### config.mk
export PLATFORM = sky130hd
export DESIGN_NAME = sccb_target_flat
export DESIGN_NICKNAME = d
export VERILOG_FILES = /design/src/rtl/sccb_pkg.sv /design/src/rtl/sccb_target_if.sv /design/src/rtl/sccb_line_sync.sv /design/src/rtl/sccb_target.sv /design/src/flat_wrapper.sv
export SDC_FILE = /design/constraint.sdc
export NUM_CORES = 1
export LEC_CHECK = 0
export ABC_AREA = 1
export ABC_CLOCK_PERIOD_IN_PS = 2200
export CORE_ASPECT_RATIO = 0.6
export CORE_MARGIN = 2
export CORE_UTILIZATION = 25
export DETAILED_ROUTE_END_ITERATION = 10
export SYNTH_ARGS = -nofsm -noshare
export SYNTH_HDL_FRONTEND = slang
export SYNTH_SLANG_ARGS = --single-unit
### constraint.sdc
create_clock -name i_clk -period 2.2 [get_ports i_clk]
set_input_delay 0.22 -clock i_clk [delete_from_list [all_inputs] [get_ports i_clk]]
set_output_delay 0.22 -clock i_clk [all_outputs]
set_load 0.02 [all_outputs]
### src/rtl/sccb_pkg.sv
// Shared SCCB definitions: camera device ID, target FSM states, default
// synchronizer depth and a pointer-advance helper.
package sccb_pkg;

   // 7-bit device ID of the emulated camera; the SCCB master uses the same value.
   localparam logic [6:0] CAM_ADDR = 7'h21;

   // Default depth of the SCL/SDA synchronizer chains (two is the minimum).
   localparam int unsigned SYNC_STAGES_DEF = 2;

   typedef enum logic [3:0] {
      StIdle,
      StId,
      StIdAck,
      StSub,
      StSubAck,
      StWdata,
      StWdataAck,
      StRdata,
      StRdataAck,
      StIgnore
   } sccb_state_e;

   // Register pointer after a completed data byte; wraps 0xFF -> 0x00.
   function automatic logic [7:0] ptr_next(input logic [7:0] ptr, input bit inc);
      return inc ? (ptr + 8'd1) : ptr;
   endfunction

endpackage

### src/rtl/sccb_target_if.sv
// Bus pins and register-bank port of the SCCB target, bundled so the target,
// bench and monitors share one definition. Names follow the target's view.
interface sccb_target_if;

   logic       i_scl;     // SCL as resolved at the pad
   logic       i_sda;     // SDA as resolved at the pad
   logic       o_sda_low; // 1 = pull SDA low, 0 = release
   logic [7:0] o_addr;    // register pointer
   logic [7:0] o_wdata;   // write data
   logic       o_wr_en;   // one-cycle write strobe
   logic [7:0] i_rdata;   // bank contents at o_addr
   logic       o_busy;    // addressed transaction in progress

   // Target side (the responder itself).
   modport slave (
      input  i_scl, i_sda, i_rdata,
      output o_sda_low, o_addr, o_wdata, o_wr_en, o_busy
   );

   // Environment side: pads, register bank, bench.
   modport master (
      output i_scl, i_sda, i_rdata,
      input  o_sda_low, o_addr, o_wdata, o_wr_en, o_busy
   );

endinterface

### src/rtl/sccb_line_sync.sv
// Oversampling front end for a two-wire bus: synchronizes SCL/SDA into the
// system clock domain and flags SCL edges plus START/STOP conditions.
module sccb_line_sync #(
   parameter int unsigned SYNC_STAGES = 2
) (
   input  logic i_clk,
   input  logic i_rstn,
   input  logic i_scl,
   input  logic i_sda,
   output logic o_sda,
   output logic o_scl_rise,
   output logic o_scl_fall,
   output logic o_start,
   output logic o_stop
);

   logic [SYNC_STAGES-1:0] r_scl_sync;
   logic [SYNC_STAGES-1:0] r_sda_sync;
   logic                   r_scl_hist;
   logic                   r_sda_hist;
   logic                   w_scl;
   logic                   w_sda;

   assign w_scl = r_scl_sync[SYNC_STAGES-1];
   assign w_sda = r_sda_sync[SYNC_STAGES-1];

   // Synchronizer chains plus one history stage; the bus idles high.
   always_ff @(posedge i_clk or negedge i_rstn) begin
      if (!i_rstn) begin
         r_scl_sync <= '1;
         r_sda_sync <= '1;
         r_scl_hist <= 1'b1;
         r_sda_hist <= 1'b1;
      end else begin
         r_scl_sync <= {r_scl_sync[SYNC_STAGES-2:0], i_scl};
         r_sda_sync <= {r_sda_sync[SYNC_STAGES-2:0], i_sda};
         r_scl_hist <= w_scl;
         r_sda_hist <= w_sda;
      end
   end

   // Edge/condition decode; START/STOP need SCL high in both samples.
   always_comb begin
      o_sda      = w_sda;
      o_scl_rise = w_scl & ~r_scl_hist;
      o_scl_fall = ~w_scl & r_scl_hist;
      o_start    = w_scl & r_scl_hist & r_sda_hist & ~w_sda;
      o_stop     = w_scl & r_scl_hist & ~r_sda_hist & w_sda;
   end

endmodule

### src/rtl/sccb_target.sv
// SCCB/I2C target emulating a camera register port: decodes device ID,
// sub-address and data bytes, ACKs addressed bytes, strobes writes into a
// register bank and shifts bank contents out on reads.
module sccb_target
   import sccb_pkg::*;
#(
   parameter logic [6:0]  DEV_ADDR    = CAM_ADDR,
   parameter int unsigned SYNC_STAGES = SYNC_STAGES_DEF,
   parameter bit          AUTO_INC    = 1'b1
) (
   input  logic         i_clk,
   input  logic         i_rstn,
   sccb_target_if.slave bus
);

   logic w_sda;
   logic w_scl_rise;
   logic w_scl_fall;
   logic w_start;
   logic w_stop;

   sccb_line_sync #(
      .SYNC_STAGES (SYNC_STAGES)
   ) u_line_sync (
      .i_clk      (i_clk),
      .i_rstn     (i_rstn),
      .i_scl      (bus.i_scl),
      .i_sda      (bus.i_sda),
      .o_sda      (w_sda),
      .o_scl_rise (w_scl_rise),
      .o_scl_fall (w_scl_fall),
      .o_start    (w_start),
      .o_stop     (w_stop)
   );

   sccb_state_e r_state;
   logic [3:0]  r_bit_cnt;  // received bits (rx) or presented bits (tx), 0..8
   logic [6:0]  r_rx;       // bits received so far in the current byte
   logic [6:0]  r_tx;       // read bits still to be presented, next one at [6]
   logic        r_rw;       // R/W bit of the last matching ID byte
   logic        r_ack_drv;  // ACK slot: 1 once SDA has been pulled for this slot
   logic        r_inc_pend; // pointer advance due in the cycle after a write strobe
   logic        r_sda_low;
   logic [7:0]  r_addr;
   logic [7:0]  r_wdata;
   logic        r_wr_en;
   logic        r_busy;
   logic [7:0]  w_byte_nxt;

   // Byte as it stands once the bit sampled on this scl_rise is shifted in.
   assign w_byte_nxt = {r_rx, w_sda};

   assign bus.o_sda_low = r_sda_low;
   assign bus.o_addr    = r_addr;
   assign bus.o_wdata   = r_wdata;
   assign bus.o_wr_en   = r_wr_en;
   assign bus.o_busy    = r_busy;

   // Protocol FSM with registered bus/bank outputs; START/STOP override any state.
   always_ff @(posedge i_clk or negedge i_rstn) begin
      if (!i_rstn) begin
         r_state    <= StIdle;
         r_bit_cnt  <= 4'd0;
         r_rx       <= 7'd0;
         r_tx       <= 7'd0;
         r_rw       <= 1'b0;
         r_ack_drv  <= 1'b0;
         r_inc_pend <= 1'b0;
         r_sda_low  <= 1'b0;
         r_addr     <= 8'h00;
         r_wdata    <= 8'h00;
         r_wr_en    <= 1'b0;
         r_busy     <= 1'b0;
      end else begin
         r_wr_en    <= 1'b0;
         r_inc_pend <= 1'b0;
         if (r_inc_pend) begin
            r_addr <= ptr_next(r_addr, 1'b1);
         end

         if (w_start) begin
            // Repeated START behaves exactly like a fresh one; a partial byte is dropped.
            r_state   <= StId;
            r_bit_cnt <= 4'd0;
            r_rx      <= 7'd0;
            r_sda_low <= 1'b0;
            r_ack_drv <= 1'b0;
         end else if (w_stop) begin
            r_state   <= StIdle;
            r_sda_low <= 1'b0;
            r_ack_drv <= 1'b0;
            r_busy    <= 1'b0;
         end else begin
            unique case (r_state)
               StIdle, StIgnore: begin
                  // Wait for START; SDA is never driven here.
               end

               StId: begin
                  if (w_scl_rise) begin
                     r_rx <= w_byte_nxt[6:0];
                     if (r_bit_cnt == 4'd7) begin
                        r_bit_cnt <= 4'd0;
                        if (w_byte_nxt[7:1] == DEV_ADDR) begin
                           r_rw    <= w_byte_nxt[0];
                           r_busy  <= 1'b1;
                           r_state <= StIdAck;
                        end else begin
                           r_busy  <= 1'b0;
                           r_state <= StIgnore;
                        end
                     end else begin
                        r_bit_cnt <= r_bit_cnt + 4'd1;
                     end
                  end
               end

               StSub: begin
                  if (w_scl_rise) begin
                     r_rx <= w_byte_nxt[6:0];
                     if (r_bit_cnt == 4'd7) begin
                        r_bit_cnt <= 4'd0;
                        r_addr    <= w_byte_nxt;
                        r_state   <= StSubAck;
                     end else begin
                        r_bit_cnt <= r_bit_cnt + 4'd1;
                     end
                  end
               end

               StWdata: begin
                  if (w_scl_rise) begin
                     r_rx <= w_byte_nxt[6:0];
                     if (r_bit_cnt == 4'd7) begin
                        r_bit_cnt  <= 4'd0;
                        r_wdata    <= w_byte_nxt;
                        r_wr_en    <= 1'b1;
                        r_inc_pend <= AUTO_INC;
                        r_state    <= StWdataAck;
                     end else begin
                        r_bit_cnt <= r_bit_cnt + 4'd1;
                     end
                  end
               end

               StIdAck, StSubAck, StWdataAck: begin
                  // First fall after the 8th bit pulls SDA; the next one ends the slot.
                  if (w_scl_fall) begin
                     if (!r_ack_drv) begin
                        r_sda_low <= 1'b1;
                        r_ack_drv <= 1'b1;
                     end else begin
                        r_ack_drv <= 1'b0;
                        r_bit_cnt <= 4'd0;
                        r_rx      <= 7'd0;
                        if ((r_state == StIdAck) && r_rw) begin
                           // Read: first data bit goes out on the fall ending the ACK.
                           r_tx      <= bus.i_rdata[6:0];
                           r_sda_low <= ~bus.i_rdata[7];
                           r_bit_cnt <= 4'd1;
                           r_state   <= StRdata;
                        end else begin
                           r_sda_low <= 1'b0;
                           r_state   <= (r_state == StIdAck) ? StSub : StWdata;
                        end
                     end
                  end
               end

               StRdata: begin
                  if (w_scl_fall) begin
                     if (r_bit_cnt == 4'd0) begin
                        // Follow-on byte after a master ACK; pointer has already moved.
                        r_tx      <= bus.i_rdata[6:0];
                        r_sda_low <= ~bus.i_rdata[7];
                        r_bit_cnt <= 4'd1;
                     end else if (r_bit_cnt < 4'd8) begin
                        r_sda_low <= ~r_tx[6];
                        r_tx      <= {r_tx[5:0], 1'b0};
                        r_bit_cnt <= r_bit_cnt + 4'd1;
                     end else begin
                        r_sda_low <= 1'b0;
                        r_bit_cnt <= 4'd0;
                        r_state   <= StRdataAck;
                     end
                  end
               end

               StRdataAck: begin
                  if (w_scl_rise) begin
                     if (!w_sda) begin
                        r_addr    <= ptr_next(r_addr, AUTO_INC);
                        r_bit_cnt <= 4'd0;
                        r_state   <= StRdata;
                     end else begin
                        // Master NACK ends the read; stay silent until START/STOP.
                        r_state <= StIgnore;
                     end
                  end
               end

               default: begin
                  r_state   <= StIdle;
                  r_sda_low <= 1'b0;
               end
            endcase
         end
      end
   end

endmodule

### src/flat_wrapper.sv
// flat-port wrapper written by rule: the top's interface ports become plain ports
module sccb_target_flat import sccb_pkg::*;
#(
   parameter logic [6:0]  DEV_ADDR    = CAM_ADDR,
   parameter int unsigned SYNC_STAGES = SYNC_STAGES_DEF,
   parameter bit          AUTO_INC    = 1'b1
)
  (i_clk, i_rstn, bus_i_scl, bus_i_sda, bus_i_rdata, bus_o_sda_low, bus_o_addr, bus_o_wdata, bus_o_wr_en, bus_o_busy);
  sccb_target_if bus_i ();
  input  logic i_clk;
  input  logic i_rstn;
  input wire logic [$bits(bus_i.i_scl)-1:0] bus_i_scl;
  input wire logic [$bits(bus_i.i_sda)-1:0] bus_i_sda;
  input wire logic [$bits(bus_i.i_rdata)-1:0] bus_i_rdata;
  output wire logic [$bits(bus_i.o_sda_low)-1:0] bus_o_sda_low;
  output wire logic [$bits(bus_i.o_addr)-1:0] bus_o_addr;
  output wire logic [$bits(bus_i.o_wdata)-1:0] bus_o_wdata;
  output wire logic [$bits(bus_i.o_wr_en)-1:0] bus_o_wr_en;
  output wire logic [$bits(bus_i.o_busy)-1:0] bus_o_busy;
  assign bus_i.i_scl = bus_i_scl;
  assign bus_i.i_sda = bus_i_sda;
  assign bus_i.i_rdata = bus_i_rdata;
  assign bus_o_sda_low = bus_i.o_sda_low;
  assign bus_o_addr = bus_i.o_addr;
  assign bus_o_wdata = bus_i.o_wdata;
  assign bus_o_wr_en = bus_i.o_wr_en;
  assign bus_o_busy = bus_i.o_busy;
  sccb_target #(.DEV_ADDR(DEV_ADDR), .SYNC_STAGES(SYNC_STAGES), .AUTO_INC(AUTO_INC)) u_core (.i_clk(i_clk), .i_rstn(i_rstn), .bus(bus_i));
endmodule
Word-level counts from Yosys, hierarchy flattened

Index checks and enable logic that the tools add are counted.

Output and inout bits: 19
Register bits after elaboration: 49

Add/sub/neg operators: 2
Bitwise operators: 15
$lt $le $gt $ge: 1
Eq/ne operators: 37
Multiplexer cells: 77
Reductions and logical operators: 24

Operators with widths:

| cell                                                  | number |
|---|---|
| two-way mux 4 bit                                     | 28 |
| two-way mux 7 bit                                     | 11 |
| two-way mux 8 bit                                     | 7 |
| inequality test 4 bit, second input constant          | 8 |
| one-hot mux 4 bit (7 select lines)                    | 1 |
| one-hot mux 7 bit (2 select lines)                    | 2 |
| two-way mux 1 bit                                     | 24 |
| == test 4 x 3 -> 1 bit, second input constant         | 5 |
| inequality test 4 x 3 -> 1 bit, second input constant | 4 |
| one-hot mux 4 bit (4 select lines)                    | 1 |
| one-hot mux 8 bit (2 select lines)                    | 1 |
| AND reduction 8 bit                                   | 2 |
| inequality test 3 bit, second input constant          | 5 |
| AND reduction 13 bit                                  | 1 |
| AND reduction 5 bit                                   | 2 |
| inequality test 3 x 1 -> 1 bit, second input constant | 3 |
| nonzero test 3 bit                                    | 3 |
| adder 8 x 1 -> 8 bit, second input constant           | 1 |
| == test 4 x 2 -> 1 bit, second input constant         | 2 |
| == test 4 bit, second input constant                  | 2 |
| logical NOT 4 bit                                     | 2 |
| NOT 1 bit                                             | 8 |
| nonzero test 2 bit                                    | 4 |
| bitwise AND 1 bit                                     | 7 |
| 18 further kinds                                      | 22 |

Logic depth before layout (Yosys ltp)

Word-level depth: 8
Depth in mapped cells: 11

Modules after synthesis

A second synthesis with hierarchy kept.

Cells, all modules: 460
Area, all modules: 3189.3 sq um

By module, submodules not included:

| module         | seq. area each (sq um) | cells an instance | area an instance (sq um) | instances |
|---|---|---|---|---|
| sccb_target    | 1076.0                 | 443               | 2990.4                   | 1 |
| sccb_line_sync | 157.7                  | 17                | 198.9                    | 1 |

Worst setup path after synthesis

Ideal clock, no wire load.

Kind: reg-to-reg
From: register u_core.u_line_sync.r_scl_sync[1]
To: register u_core.r_rx[4]
Buffers on the path: 1
Required time: 2.083 ns
Setup slack: 0.574 ns
Cell stages (with the launch flop): 11
Data arrival time: 1.508 ns
Cells stage by stage: dfstp_2 -> nand2_1 -> nor2_4 -> nor2_1 -> nand2_1 -> nand2_2 -> nor2_4 -> nand2_4 -> buf_6 -> nand2_1 -> o21ai_2

Longest elaborated chain between the ends: 5
Elaborated cells on any way between the ends: 15
Classes of those cells: eq/ne: 4; mux: 1; bitwise: 8; reduce/logical: 2

RTL lines:

| what                                                                   | line                                       | source |
|---|---|---|
| from (decl)                                                            | sccb_line_sync.sv:17                       | `logic [SYNC_STAGES-1:0] r_scl_sync;` |
| from (signal assigned)                                                 | sccb_line_sync.sv:35                       | `r_scl_sync <= {r_scl_sync[SYNC_STAGES-2:0], i_scl};` |
| bitwise AND 1 bit                                                      | sccb_line_sync.sv:47, sccb_line_sync.sv:48 |  |
| bitwise AND 1 bit (on tied branches) (2 in series)                     | sccb_line_sync.sv:47, sccb_line_sync.sv:48 |  |
| inequality test 3 x 2 -> 1 bit (no line), or another cell as far along | -                                          |  |
| AND reduction 5 bit (no line)                                          | -                                          |  |
| to (signal assigned)                                                   | sccb_target.sv:101                         | `r_rx <= w_byte_nxt[6:0];` |
| to (signal assigned)                                                   | sccb_target.sv:120                         | `r_rx <= w_byte_nxt[6:0];` |
| to (signal assigned)                                                   | sccb_target.sv:133                         | `r_rx <= w_byte_nxt[6:0];` |
| to (decl)                                                              | sccb_target.sv:38                          | `logic [6:0] r_rx;` |

Several ways; a longest one is shown, not always the timed one.
A chain may end at the register's enable or synchronous reset.

Worst setup path after layout

From: register u_core.u_line_sync.r_scl_sync[1]
To: register u_core.r_addr[4], in the netlist u_core.bus.o_addr[4]

Longest elaborated chain between the ends: 5
Elaborated cells on any way between the ends: 11
Classes of those cells: mux: 5; bitwise: 6

RTL lines:

| what                                                                           | line                                                             | source |
|---|---|---|
| bitwise AND 1 bit (on tied branches)                                           | sccb_line_sync.sv:45, sccb_line_sync.sv:47, sccb_line_sync.sv:48 |  |
| two-way mux 8 bit, or another cell as far along                                | sccb_target.sv:190                                               | `if (w_scl_rise) begin` |
| one-hot mux 8 bit (2 select lines) / bitwise AND 1 bit (equally long branches) | sccb_target.sv:94, sccb_line_sync.sv:48                          |  |
| two-way mux 8 bit                                                              | sccb_target.sv:88                                                | `end else if (w_stop) begin` |
| two-way mux 8 bit (*)                                                          | sccb_target.sv:81                                                | `if (w_start) begin` |
| to (signal assigned)                                                           | sccb_target.sv:78                                                | `r_addr <= ptr_next(r_addr, 1'b1);` |
| to (signal assigned)                                                           | sccb_target.sv:123                                               | `r_addr <= w_byte_nxt;` |
| to (signal assigned)                                                           | sccb_target.sv:192                                               | `r_addr <= ptr_next(r_addr, AUTO_INC);` |
| to (decl)                                                                      | sccb_target.sv:44                                                | `logic [7:0] r_addr;` |

Mark *: on every way between the ends. The rest lies on a longest branch, timed or not.

==> impl_results.md <==
- Fmax: ~530 MHz
- Outcome: completed
- Drt wl/cell: between 10 and 15 µm
- CP endpoint kind: register
- Post-DP HPWL: about 6.4 mm
- Avg Synthesized Cell Area: between 6 and 7 µm²
- Clock Latency Late Sink: approximately 0.3 ns
- Max-cap violations: 0
- Ys Warns: 0
- Synth top area cells: dfrtp_1, nand2_1, nand3_1
- Overflow after GRT: 0
- Crit path cell chain: inv_1 > nor2_1 > inv_1 > nor2_2 > inv_1 > or2_2 > nand3_1 > nand3_1
- Final Cycle Share: a little under nine tenths
- Leading area contributor after synthesis: dfrtp_1
- GRT Overall Usage: 13.36%
- Vias in the first global route: approximately 2900
- Nets@finish: 510
- CTS max path bufs: 2
- Max VDD drop: roughly 330 µV
- Inserted Clock Buffers: 5
- Share of cells above drive strength 1: 11.72%
- Worst slew margin: 59.04%
- Share of the synthesized area in the top cell type: between 30% and 40%
- Sw Ratio: 42.57%
- Layout fillers: approximately 1300
- Final Skew: a little over 0.008 ns
- Vias per inst: about 4.6
- Port buffer count: 30
- # rows: 31
- Syn nets: roughly 480
- Leading cell type in the layout, fill and taps excluded: nand2_1
- Post-layout minimum cycle time: 1.901 ns
- Crit Path Max Fanout: 11
- Post-Synthesis Cells: ~460
- RSZ-0062 raised after global routing: false
- CP required: 2.38 ns
- Die W: between 100 and 150 µm
- NetSw: ~1700 µW
- Internal Pwr Total: around 2300 µW
- First-pass GRT wire length: 14.43 mm
- Leakage: slightly below 0.002 µW
- Vias: approximately 3000
- Synth Register Bits: just under 50
- TritonRoute pass-1 iters: 5
- Layout Cells excl Fill: 660
- Critical path launch point type: register
- FF-to-FF setup slack: 0.30 ns
- Fin. Hold Viols: 0
- Core area: about 12000 µm²
- Placed Cells: approximately 650
- CP arrival: between 2 and 2.5 ns
- Pin count of the biggest net entering global routing: 28
- Root buffer cell: clkbuf_16
- IO Pins: 31
- Max incr delay on CP: roughly 0.55 ns
- Pwr per Cell Area: around 1100 nW/µm²
- CTS tree: built
- Post-CTS Setup Bufs: 0
- Reg power frac: about a third
- Clk network pwr share: between 20% and 30%
- Synth unique cells: 31
- Die height: approximately 91 µm
- Seq/Total Area, Yosys: 39.42%
- Setup TNS: 0 ns
- DR iter-0 viols: 275
- Max H-tree Level: 2
- Inserted Diodes: 0
- Worst setup path category: register to register
- Clock-pin slew on the worst setup and hold paths: 0.07 ns
- Slowest stage cell on the critical path: dfstp_2
- RePlAce Congestion: 0.8988
- Post-route antenna net violation count: 0
- Worst Hold Class: primary input to register
- R2R depth: 8
- Commonest non-fill, non-tap cells in the layout: nand2_1, inv_1, nand3_1
- Setup Viol. Count Final: 0
- Antenna violations before repair: 0
- Hold-critical path depth: 1
- Most frequent cell on the critical path: inv_1
- Combinational power share: a little over two fifths
- Worst-Margin Slew: between 0.6 and 0.7 ns
- # DRC: 0
- Synth Cell Area: 3129 µm²
- Final WL: 8.306 mm
- Slew Limit Fails: 0
- Clk sinks: 49
- Effective utilization at floorplan: 25.78%
- Area Overhead vs Synth: 21.67%
- Die Area: between 10000 and 15000 µm²
-- final timing paths --
check                                                      start                                to
min in group asynchronous                                 i_rstn             u_core.bus.o_wdata[3]
worst max-delay path            u_core.u_line_sync.r_scl_sync[1]              u_core.bus.o_addr[4]
max in group asynchronous                                 i_rstn                    u_core.r_tx[3]
worst max register to register  u_core.u_line_sync.r_scl_sync[1]              u_core.bus.o_addr[4]
worst min register to register  u_core.u_line_sync.r_sda_sync[0]  u_core.u_line_sync.r_sda_sync[1]
worst min-delay path                                   bus_i_sda  u_core.u_line_sync.r_sda_sync[0]
-- synth_stat cells --
cell      number
nand3_1       45
nor2_1        44
nor3_1         2
xnor2_1        2
ha_1           4
or2_0          1
o221ai_1       1
a21oi_1       14
buf_4          1
nor2_2         9
buf_2          2
dfrtp_1       43
or2_2          4
nand4_1        2
o21ai_2        7
dfstp_2        6
inv_1         47
a31oi_1        1
o211ai_1       4
nand2_4        1
o21ai_0       28
nor3_4         1
nand2_1      159
xor2_1         3
clkbuf_1       3
nand2_2        9
nor2_4         2
inv_2          5
nand3b_2       1
buf_6          1
o21ai_1        7
-- layout make-up --
type	count	area, µm²	share of cell area [%]
inverter	52	195.2	5.127
tap	165	206.4	5.422
clock inverter	2	37.54	0.9859
timing repair buffer	35	335.3	8.807
multi-input combinational	351	1660	43.61
clock buffer	6	138.9	3.648
sequential	49	1234	32.40
-- routing by layer --
layer	vias to the layer above	track usage (%)	share of wire (%)
met4	0	2.619	0.52
met3	5	3.030	7.4
li1	1531	-	-
met1	1404	22.02	55
met5	-	0	0
met2	98	17.09	37
-- power groups by stage --
stage / clock network [µW] / logic, µW / registers, µW
after CTS: 939 / 1740 / 1350
after global routing: 984 / 2010 / 1390
after detailed placement: 0 / 1730 / 1370
after floorplan: 0 / 1220 / 1360
after global placement: 0 / 1710 / 1360
final: 915 / 1750 / 1350
-- cells by family (layout without fill, tap and decap cells) --
kind of cell | count (synthesis) | count (layout) | share of synthesized area (%)
adder cells (fa/ha/maj) | 4 | 4 | 1.599
AO/OA/AOI/OAI | 62 | 62 | 11.24
XOR/XNOR | 5 | 5 | 1.400
buffers and inverters | 59 | 95 | 7.517
flip-flops | 49 | 49 | 39.42
AND/OR/NAND/NOR | 280 | 280 | 38.82
-- sequential cells by signal (all words and copies together), names as in the netlist --
name                           cells
u_core.bus.o_addr                  8
u_core.bus.o_busy                  1
u_core.bus.o_sda_low               1
u_core.bus.o_wdata                 8
u_core.r_ack_drv                   1
u_core.r_bit_cnt                   4
u_core.r_inc_pend                  1
u_core.r_rw                        1
u_core.r_rx                        7
u_core.r_state                     4
u_core.r_tx                        7
u_core.u_line_sync.r_scl_hist      1
u_core.u_line_sync.r_scl_sync      2
u_core.u_line_sync.r_sda_hist      1
u_core.u_line_sync.r_sda_sync      2
-- metrics by stage --
stage	setup slack [ns]	total power [µW]	util [%]	instance area [µm²]	hold slack, ns
2_1_floorplan	0.5741	2586	-	3129	-0.07559
3_3_place_gp	0.3925	3072	29.83	3621	0.2607
3_5_place_dp	0.3288	3092	29.83	3621	0.2703
4_1_cts	0.3103	4028	31.36	3807	0.3227
5_1_grt	0.1019	4383	31.36	3807	0.3306
6_report	0.2993	4021	31.36	3807	0.3268
-- worst max-delay path: cells and delay by family, from the launching register on --
family / cells / cell delay [ns]
and+or+nand+nor: 5 / 0.86
DFF: 1 / 0.55
buffers and inverters: 3 / 0.37
-- repair_timing --
action	CTS	global route
gates resized for setup	0	0
hold endpoints to repair	19	0
hold buffers	1	0
Power figures use the tool's default switching activity.
